<file path="config.mk">
export PLATFORM = sky130hd
export DESIGN_NAME = i2c_target_burst
export DESIGN_NICKNAME = d
export VERILOG_FILES = /design/src/rtl/i2c_target_burst.sv
export SDC_FILE = /design/constraint.sdc
export NUM_CORES = 1
export LEC_CHECK = 0
export CAP_MARGIN = 20
export CELL_PAD_IN_SITES_DETAIL_PLACEMENT = 1
export CELL_PAD_IN_SITES_GLOBAL_PLACEMENT = 1
export CORE_UTILIZATION = 30
export DETAILED_ROUTE_END_ITERATION = 8
export PLACE_DENSITY = 0.6
export RECOVER_POWER = 25
export REMOVE_ABC_BUFFERS = 1
export SETUP_SLACK_MARGIN = 0.3
export SYNTH_ARGS = -nofsm -noshare
export SYNTH_HDL_FRONTEND = slang
export SYNTH_SLANG_ARGS = --single-unit
</file>
<file path="constraint.sdc">
create_clock -name i2c_clk -period 5.2 [get_ports i2c_clk]
set_input_delay 1.04 -clock i2c_clk [delete_from_list [all_inputs] [get_ports i2c_clk]]
set_output_delay 1.04 -clock i2c_clk [all_outputs]
set_load 0.005 [all_outputs]
</file>
<file path="src/rtl/i2c_target_burst.sv">
// Oversampled I2C target with multi-byte write/read bursts and repeated START.
// SCL/SDA are synchronised into i2c_clk; SDA is driven open-drain through sda_oe.
module i2c_target_burst #(
    parameter int                  DATA_WIDTH     = 8,
    parameter logic [6:0]          SLAVE_ADDR     = 7'h25,
    parameter int                  SYNC_STAGES    = 2,
    parameter logic [DATA_WIDTH-1:0] UNDERFLOW_BYTE = 8'hFF
) (
    input  logic                  i2c_clk,
    input  logic                  i2c_rst_n,
    input  logic                  scl_in,
    input  logic                  sda_in,
    output logic                  sda_oe,
    input  logic [DATA_WIDTH-1:0] tx_data,
    input  logic                  tx_valid,
    output logic                  tx_ready,
    output logic [DATA_WIDTH-1:0] rx_data,
    output logic                  rx_valid,
    input  logic                  rx_ready,
    output logic                  busy,
    output logic                  addr_hit,
    output logic                  tx_underflow,
    output logic                  rx_overflow
);

    typedef enum logic [2:0] {
        IDLE, ADDR, ADDR_ACK, WR_DATA, WR_ACK, RD_DATA, RD_ACK, IGNORE
    } state_t;

    state_t                  r_state;
    logic [SYNC_STAGES-1:0]  r_scl_sync;
    logic [SYNC_STAGES-1:0]  r_sda_sync;
    logic                    r_scl_d;
    logic                    r_sda_d;
    logic [DATA_WIDTH-1:0]   r_shift;
    logic [2:0]              r_bit_cnt;
    logic                    r_rw;
    logic                    r_ack_phase;
    logic                    r_byte_done;
    logic                    r_rx_pend;

    logic                    w_scl;
    logic                    w_sda;
    logic                    w_rise;
    logic                    w_fall;
    logic                    w_start;
    logic                    w_stop;
    logic                    w_last;
    logic [DATA_WIDTH-1:0]   w_byte;
    logic [DATA_WIDTH-1:0]   w_load;

    assign w_scl   = r_scl_sync[SYNC_STAGES-1];
    assign w_sda   = r_sda_sync[SYNC_STAGES-1];
    assign w_rise  = w_scl & ~r_scl_d;
    assign w_fall  = ~w_scl & r_scl_d;
    assign w_start = w_scl & r_scl_d & r_sda_d & ~w_sda;
    assign w_stop  = w_scl & r_scl_d & ~r_sda_d & w_sda;
    assign w_last  = (r_bit_cnt == 3'd7);
    assign w_byte  = {r_shift[DATA_WIDTH-2:0], w_sda};
    assign w_load  = tx_valid ? tx_data : UNDERFLOW_BYTE;

    // Idle bus is high on both lines, so the chain presets to 1.
    always_ff @(posedge i2c_clk or negedge i2c_rst_n) begin
        if (!i2c_rst_n) begin
            r_scl_sync <= '1;
            r_sda_sync <= '1;
            r_scl_d    <= 1'b1;
            r_sda_d    <= 1'b1;
        end else begin
            r_scl_sync <= {r_scl_sync[SYNC_STAGES-2:0], scl_in};
            r_sda_sync <= {r_sda_sync[SYNC_STAGES-2:0], sda_in};
            r_scl_d    <= w_scl;
            r_sda_d    <= w_sda;
        end
    end

    always_ff @(posedge i2c_clk or negedge i2c_rst_n) begin
        if (!i2c_rst_n) begin
            r_state      <= IDLE;
            r_shift      <= '0;
            r_bit_cnt    <= 3'd0;
            r_rw         <= 1'b0;
            r_ack_phase  <= 1'b0;
            r_byte_done  <= 1'b0;
            r_rx_pend    <= 1'b0;
            sda_oe       <= 1'b0;
            tx_ready     <= 1'b0;
            rx_data      <= '0;
            rx_valid     <= 1'b0;
            busy         <= 1'b0;
            addr_hit     <= 1'b0;
            tx_underflow <= 1'b0;
            rx_overflow  <= 1'b0;
        end else begin
            tx_ready     <= 1'b0;
            addr_hit     <= 1'b0;
            tx_underflow <= 1'b0;
            rx_overflow  <= 1'b0;
            rx_valid     <= r_rx_pend;
            r_rx_pend    <= 1'b0;
            if (w_start) begin
                r_state     <= ADDR;
                r_bit_cnt   <= 3'd0;
                sda_oe      <= 1'b0;
                r_ack_phase <= 1'b0;
                r_byte_done <= 1'b0;
            end else if (w_stop) begin
                r_state     <= IDLE;
                sda_oe      <= 1'b0;
                busy        <= 1'b0;
                r_ack_phase <= 1'b0;
                r_byte_done <= 1'b0;
            end else begin
                unique case (r_state)
                    ADDR: if (w_rise) begin
                        r_shift <= w_byte;
                        if (w_last) begin
                            r_bit_cnt <= 3'd0;
                            if (w_byte[7:1] == SLAVE_ADDR) begin
                                addr_hit <= 1'b1;
                                busy     <= 1'b1;
                                r_rw     <= w_byte[0];
                                r_state  <= ADDR_ACK;
                            end else begin
                                r_state  <= IGNORE;
                            end
                        end else begin
                            r_bit_cnt <= r_bit_cnt + 3'd1;
                        end
                    end
                    ADDR_ACK: if (w_fall) begin
                        if (!r_ack_phase) begin
                            sda_oe      <= 1'b1;
                            r_ack_phase <= 1'b1;
                        end else begin
                            r_ack_phase <= 1'b0;
                            if (r_rw) begin
                                r_shift      <= w_load;
                                sda_oe       <= ~w_load[DATA_WIDTH-1];
                                tx_ready     <= tx_valid;
                                tx_underflow <= ~tx_valid;
                                r_state      <= RD_DATA;
                            end else begin
                                sda_oe  <= 1'b0;
                                r_state <= WR_DATA;
                            end
                        end
                    end
                    WR_DATA: if (w_rise) begin
                        r_shift <= w_byte;
                        if (w_last) begin
                            r_bit_cnt <= 3'd0;
                            if (rx_ready) begin
                                rx_data   <= w_byte;
                                r_rx_pend <= 1'b1;
                                r_state   <= WR_ACK;
                            end else begin
                                rx_overflow <= 1'b1;
                                r_state     <= IGNORE;
                            end
                        end else begin
                            r_bit_cnt <= r_bit_cnt + 3'd1;
                        end
                    end
                    WR_ACK: if (w_fall) begin
                        if (!r_ack_phase) begin
                            sda_oe      <= 1'b1;
                            r_ack_phase <= 1'b1;
                        end else begin
                            sda_oe      <= 1'b0;
                            r_ack_phase <= 1'b0;
                            r_bit_cnt   <= 3'd0;
                            r_state     <= WR_DATA;
                        end
                    end
                    // MSB is already on the wire at entry; each fall presents the next bit.
                    RD_DATA: begin
                        if (w_rise) begin
                            r_shift <= {r_shift[DATA_WIDTH-2:0], 1'b0};
                            if (w_last) r_byte_done <= 1'b1;
                            else r_bit_cnt <= r_bit_cnt + 3'd1;
                        end else if (w_fall) begin
                            if (r_byte_done) begin
                                sda_oe      <= 1'b0;
                                r_byte_done <= 1'b0;
                                r_bit_cnt   <= 3'd0;
                                r_state     <= RD_ACK;
                            end else begin
                                sda_oe <= ~r_shift[DATA_WIDTH-1];
                            end
                        end
                    end
                    RD_ACK: begin
                        if (w_rise) begin
                            if (w_sda) r_state <= IGNORE;
                            else r_ack_phase <= 1'b1;
                        end else if (w_fall && r_ack_phase) begin
                            r_ack_phase  <= 1'b0;
                            r_shift      <= w_load;
                            sda_oe       <= ~w_load[DATA_WIDTH-1];
                            tx_ready     <= tx_valid;
                            tx_underflow <= ~tx_valid;
                            r_bit_cnt    <= 3'd0;
                            r_state      <= RD_DATA;
                        end
                    end
                    IDLE, IGNORE: sda_oe <= 1'b0;
                    default:      r_state <= IDLE;
                endcase
            end
        end
    end

endmodule

</file>
==> impl_metrics.yaml <==
clocking:
  numCtsBuffers: 5
  cts_hold_buf: 0
  ctsResizeCount: 0
  cts_tree: "built"
  cts-htree-levels: 2
  path_clk_slew_ns: 0.08
  root_buffer: "clkbuf_8"
  cts_setup_buffers: 0
  clkSinkCount: 39
  clock_path_buffers: 2
  clk_latency_ns: 0.29
worst_setup_path:
  cp_data_arrival_time_ns: 2.88
  cp-end-kind: "flip-flop"
  required_ns: 5.38
  startpoint_type: "flip-flop"
  path_max_fanout: 20
  worstSetupPathType: "flip-flop to flip-flop"
logic_synthesis:
  synthCells: 209
  synth_ff_type: "dfrtp_1"
  avgSynthCellArea_sq_um: 10.4
  synth_area_leaders: "dfrtp_1 38%, mux2_2 10%, dfstp_2 7.3%, o21ai_0 4.4%, nand2_1 3.3%"
  synth-seq-cells: 39
  synth_top_cell_area_share_pct: 38.0
  synth_area_sq_um: 2170
  ys_warn_count: 0
  synth_common_cells: "33 x dfrtp_1, 20 x mux2_2, 19 x nand2_1, 19 x o21ai_0, 10 x nor2b_1"
  synthArstFlopShare_pct: 100
  synth-edff-count: 0
  ys_types: 52
  synth-seq-area-share_pct: 45.3
  yosysMostFrequentCell: "dfrtp_1"
  yosys.area.top_type: "dfrtp_1"
grt:
  grt_pass1_wl_mm: 8.80
  antenna_found_initial: 0
  grt_max_degree: 40
  grt.overflow.total: 0
  grt_usage_pct: 15.3
  grt_pass1_vias: 1704
final_layout:
  nFillCells: 790
  final_core_util_pct: 37.5
  multi_input_area_sq_um: 1070
  n_antenna_cell: 0
  area_delta_synth_final_pct: 19.3
  regArea_sq_um: 983
  fin_nets: 250
  drive_gt1_share_pct: 16.8
placement:
  port_buffers: 28
  post-place-ws_ns: 2.40
  gp_congestion: 0.738
  dpl.hpwl_mm: 3.62
timing:
  worstMarginPinSlew_ns: 2.10
  min_period_ns: 2.70
  rsz0062_at_grt: "no"
  slew_headroom_pct: -40.1
  hold_viol: 0
  fmax_mhz: 370
  fin_crit_sh_pct: 52.0
  drv_slew: 40
  finClkSkew_ns: 0.00583
  setup_slack_ns: 2.50
  finalSetupTns_ns: 0
  setup_viol: 0
routing:
  wl_met2_mm: 2.23
  drt-vias-per-instance: 5.09
  drc: 0
  top_layer: "met4"
  ant_nets: 0
  met1Wirelength_mm: 2.65
  wl_per_cell_microns: 15.6
  first_pass_iters: 4
  dr_total_vias: 1669
  route.met3.wl_microns: 157
  wl_mm: 5.12
  drt_iter0_drc: 74
power:
  p_seq_share_pct: 42.3
  swShare_pct: 39.4
  p_leak_uw: 0.00107
  switchingPower_uw: 444
  internal_power_uw: 683
  power_frac_comb_pct: 36.9
  clock_power_share_pct: 20.8
  p_per_area_nw_per_um2: 435
  ir_drop_v: 0.000171
worst_hold_path:
  min-delay-path-class: "flip-flop to flip-flop"
run:
  drv_cap: 1
floorplanning:
  dieArea_sq_um: 7580
  die_h_microns: 87.1
  die_x_microns: 87.1
  row_count: 30
  core_area_sq_um: 6910
  io_pins: 29
  initial_utilization_pct: 31.4
outcome:
  status: "complete, but fails checks"
  violations: "capacitance limit, slew limit"
[flip-flops by register name (all words and copies together) (netlist names), 2 cells and up]
name	flops
r_state	3
r_shift	8
r_bit_cnt	3
r_scl_sync	2
rx_data	8
r_sda_sync	2
[final cells by class]
| type | instances | share of cell area [%] |
|---|---|---|
| Multi-Input combinational cell | 148 | 41.5 |
| Sequential cell | 39 | 38.0 |
| Timing Repair Buffer | 28 | 10.6 |
| Tap cell | 96 | 4.64 |
| Clock buffer | 7 | 3.72 |
| Inverter | 9 | 1.30 |
| Clock inverter | 1 | 0.290 |
[layer usage]
metal  global-route usage, %  vias to the layer above
met1                    23.2                      835
met3                    2.27                        4
li1                        -                      799
met2                    21.7                       31
met5                       0                        -
met4                    5.61                        0
[path summary, 6_finish.rpt]
kind | cells after the start | slack (ns) | to | startpoint
worst min register to register | 0 | 0.35 | rx_valid | r_rx_pend
worst max-delay path | 4 | 2.50 | r_shift[5] | r_state[0]
worst max register to register | 4 | 2.50 | r_shift[5] | r_state[0]
worst min-delay path | 0 | 0.35 | rx_valid | r_rx_pend
min in group asynchronous | 1 | 1.35 | r_byte_done | i2c_rst_n
max in group asynchronous | 1 | 2.66 | r_bit_cnt[1] | i2c_rst_n
[critical path: stages (launching register included)]
cell and delay (ns):
dfrtp_1 0.74, inv_1 0.36, nor2_1 0.76, o211ai_2 0.36
mux2_2 0.37
[logic make-up (layout without fill, tap and decap cells)]
group | Yosys count | in the layout | synth area share, %
compound gates | 55 | 55 | 17.1
xor+xnor | 1 | 1 | 0.404
fa+ha+maj | 5 | 5 | 2.88
buf+inv | 22 | 45 | 5.24
flops | 39 | 39 | 45.3
mux | 21 | 21 | 10.8
simple gates | 66 | 66 | 18.2
[per-stage QoR]
stage,std cells,cell area [sq um],total power (uW),hold slack (ns)
6_report,328,2590,1130,0.354
5_1_grt,328,2590,1210,0.370
4_1_cts,328,2590,1140,0.359
3_5_place_dp,320,2490,897,0.340
3_3_place_gp,320,2490,890,0.332
2_1_floorplan,196,2090,763,0.331
[cell usage in the layout, fill, tap and decap left out, types with 2 or more instances in the layout]
cell / count
a211o_1: 2
a211oi_1: 2
a21o_1: 2
a21oi_1: 8
a221oi_1: 3
a31oi_1: 3
clkbuf_8: 7
clkdlybuf4s50_1: 25
dfrtp_1: 33
dfstp_1: 3
dfstp_2: 3
dlygate4sd3_1: 2
ha_1: 5
inv_1: 9
mux2_2: 20
nand2_1: 19
nand2b_1: 4
nand3_1: 8
nand3b_1: 2
nand4_1: 2
nor2_1: 6
nor2b_1: 10
nor3_1: 4
o21ai_0: 19
o22ai_1: 2
[power groups by stage]
| stage | logic [uW] | clock network (uW) | registers [uW] |
|---|---|---|---|
| 6_report | 416 | 234 | 477 |
| 5_1_grt | 469 | 251 | 492 |
| 4_1_cts | 420 | 242 | 476 |
| 3_5_place_dp | 415 | 0 | 482 |
| 3_3_place_gp | 407 | 0 | 482 |
| 2_1_floorplan | 317 | 0 | 446 |
No activity file was read; power rests on OpenSTA's default activity.
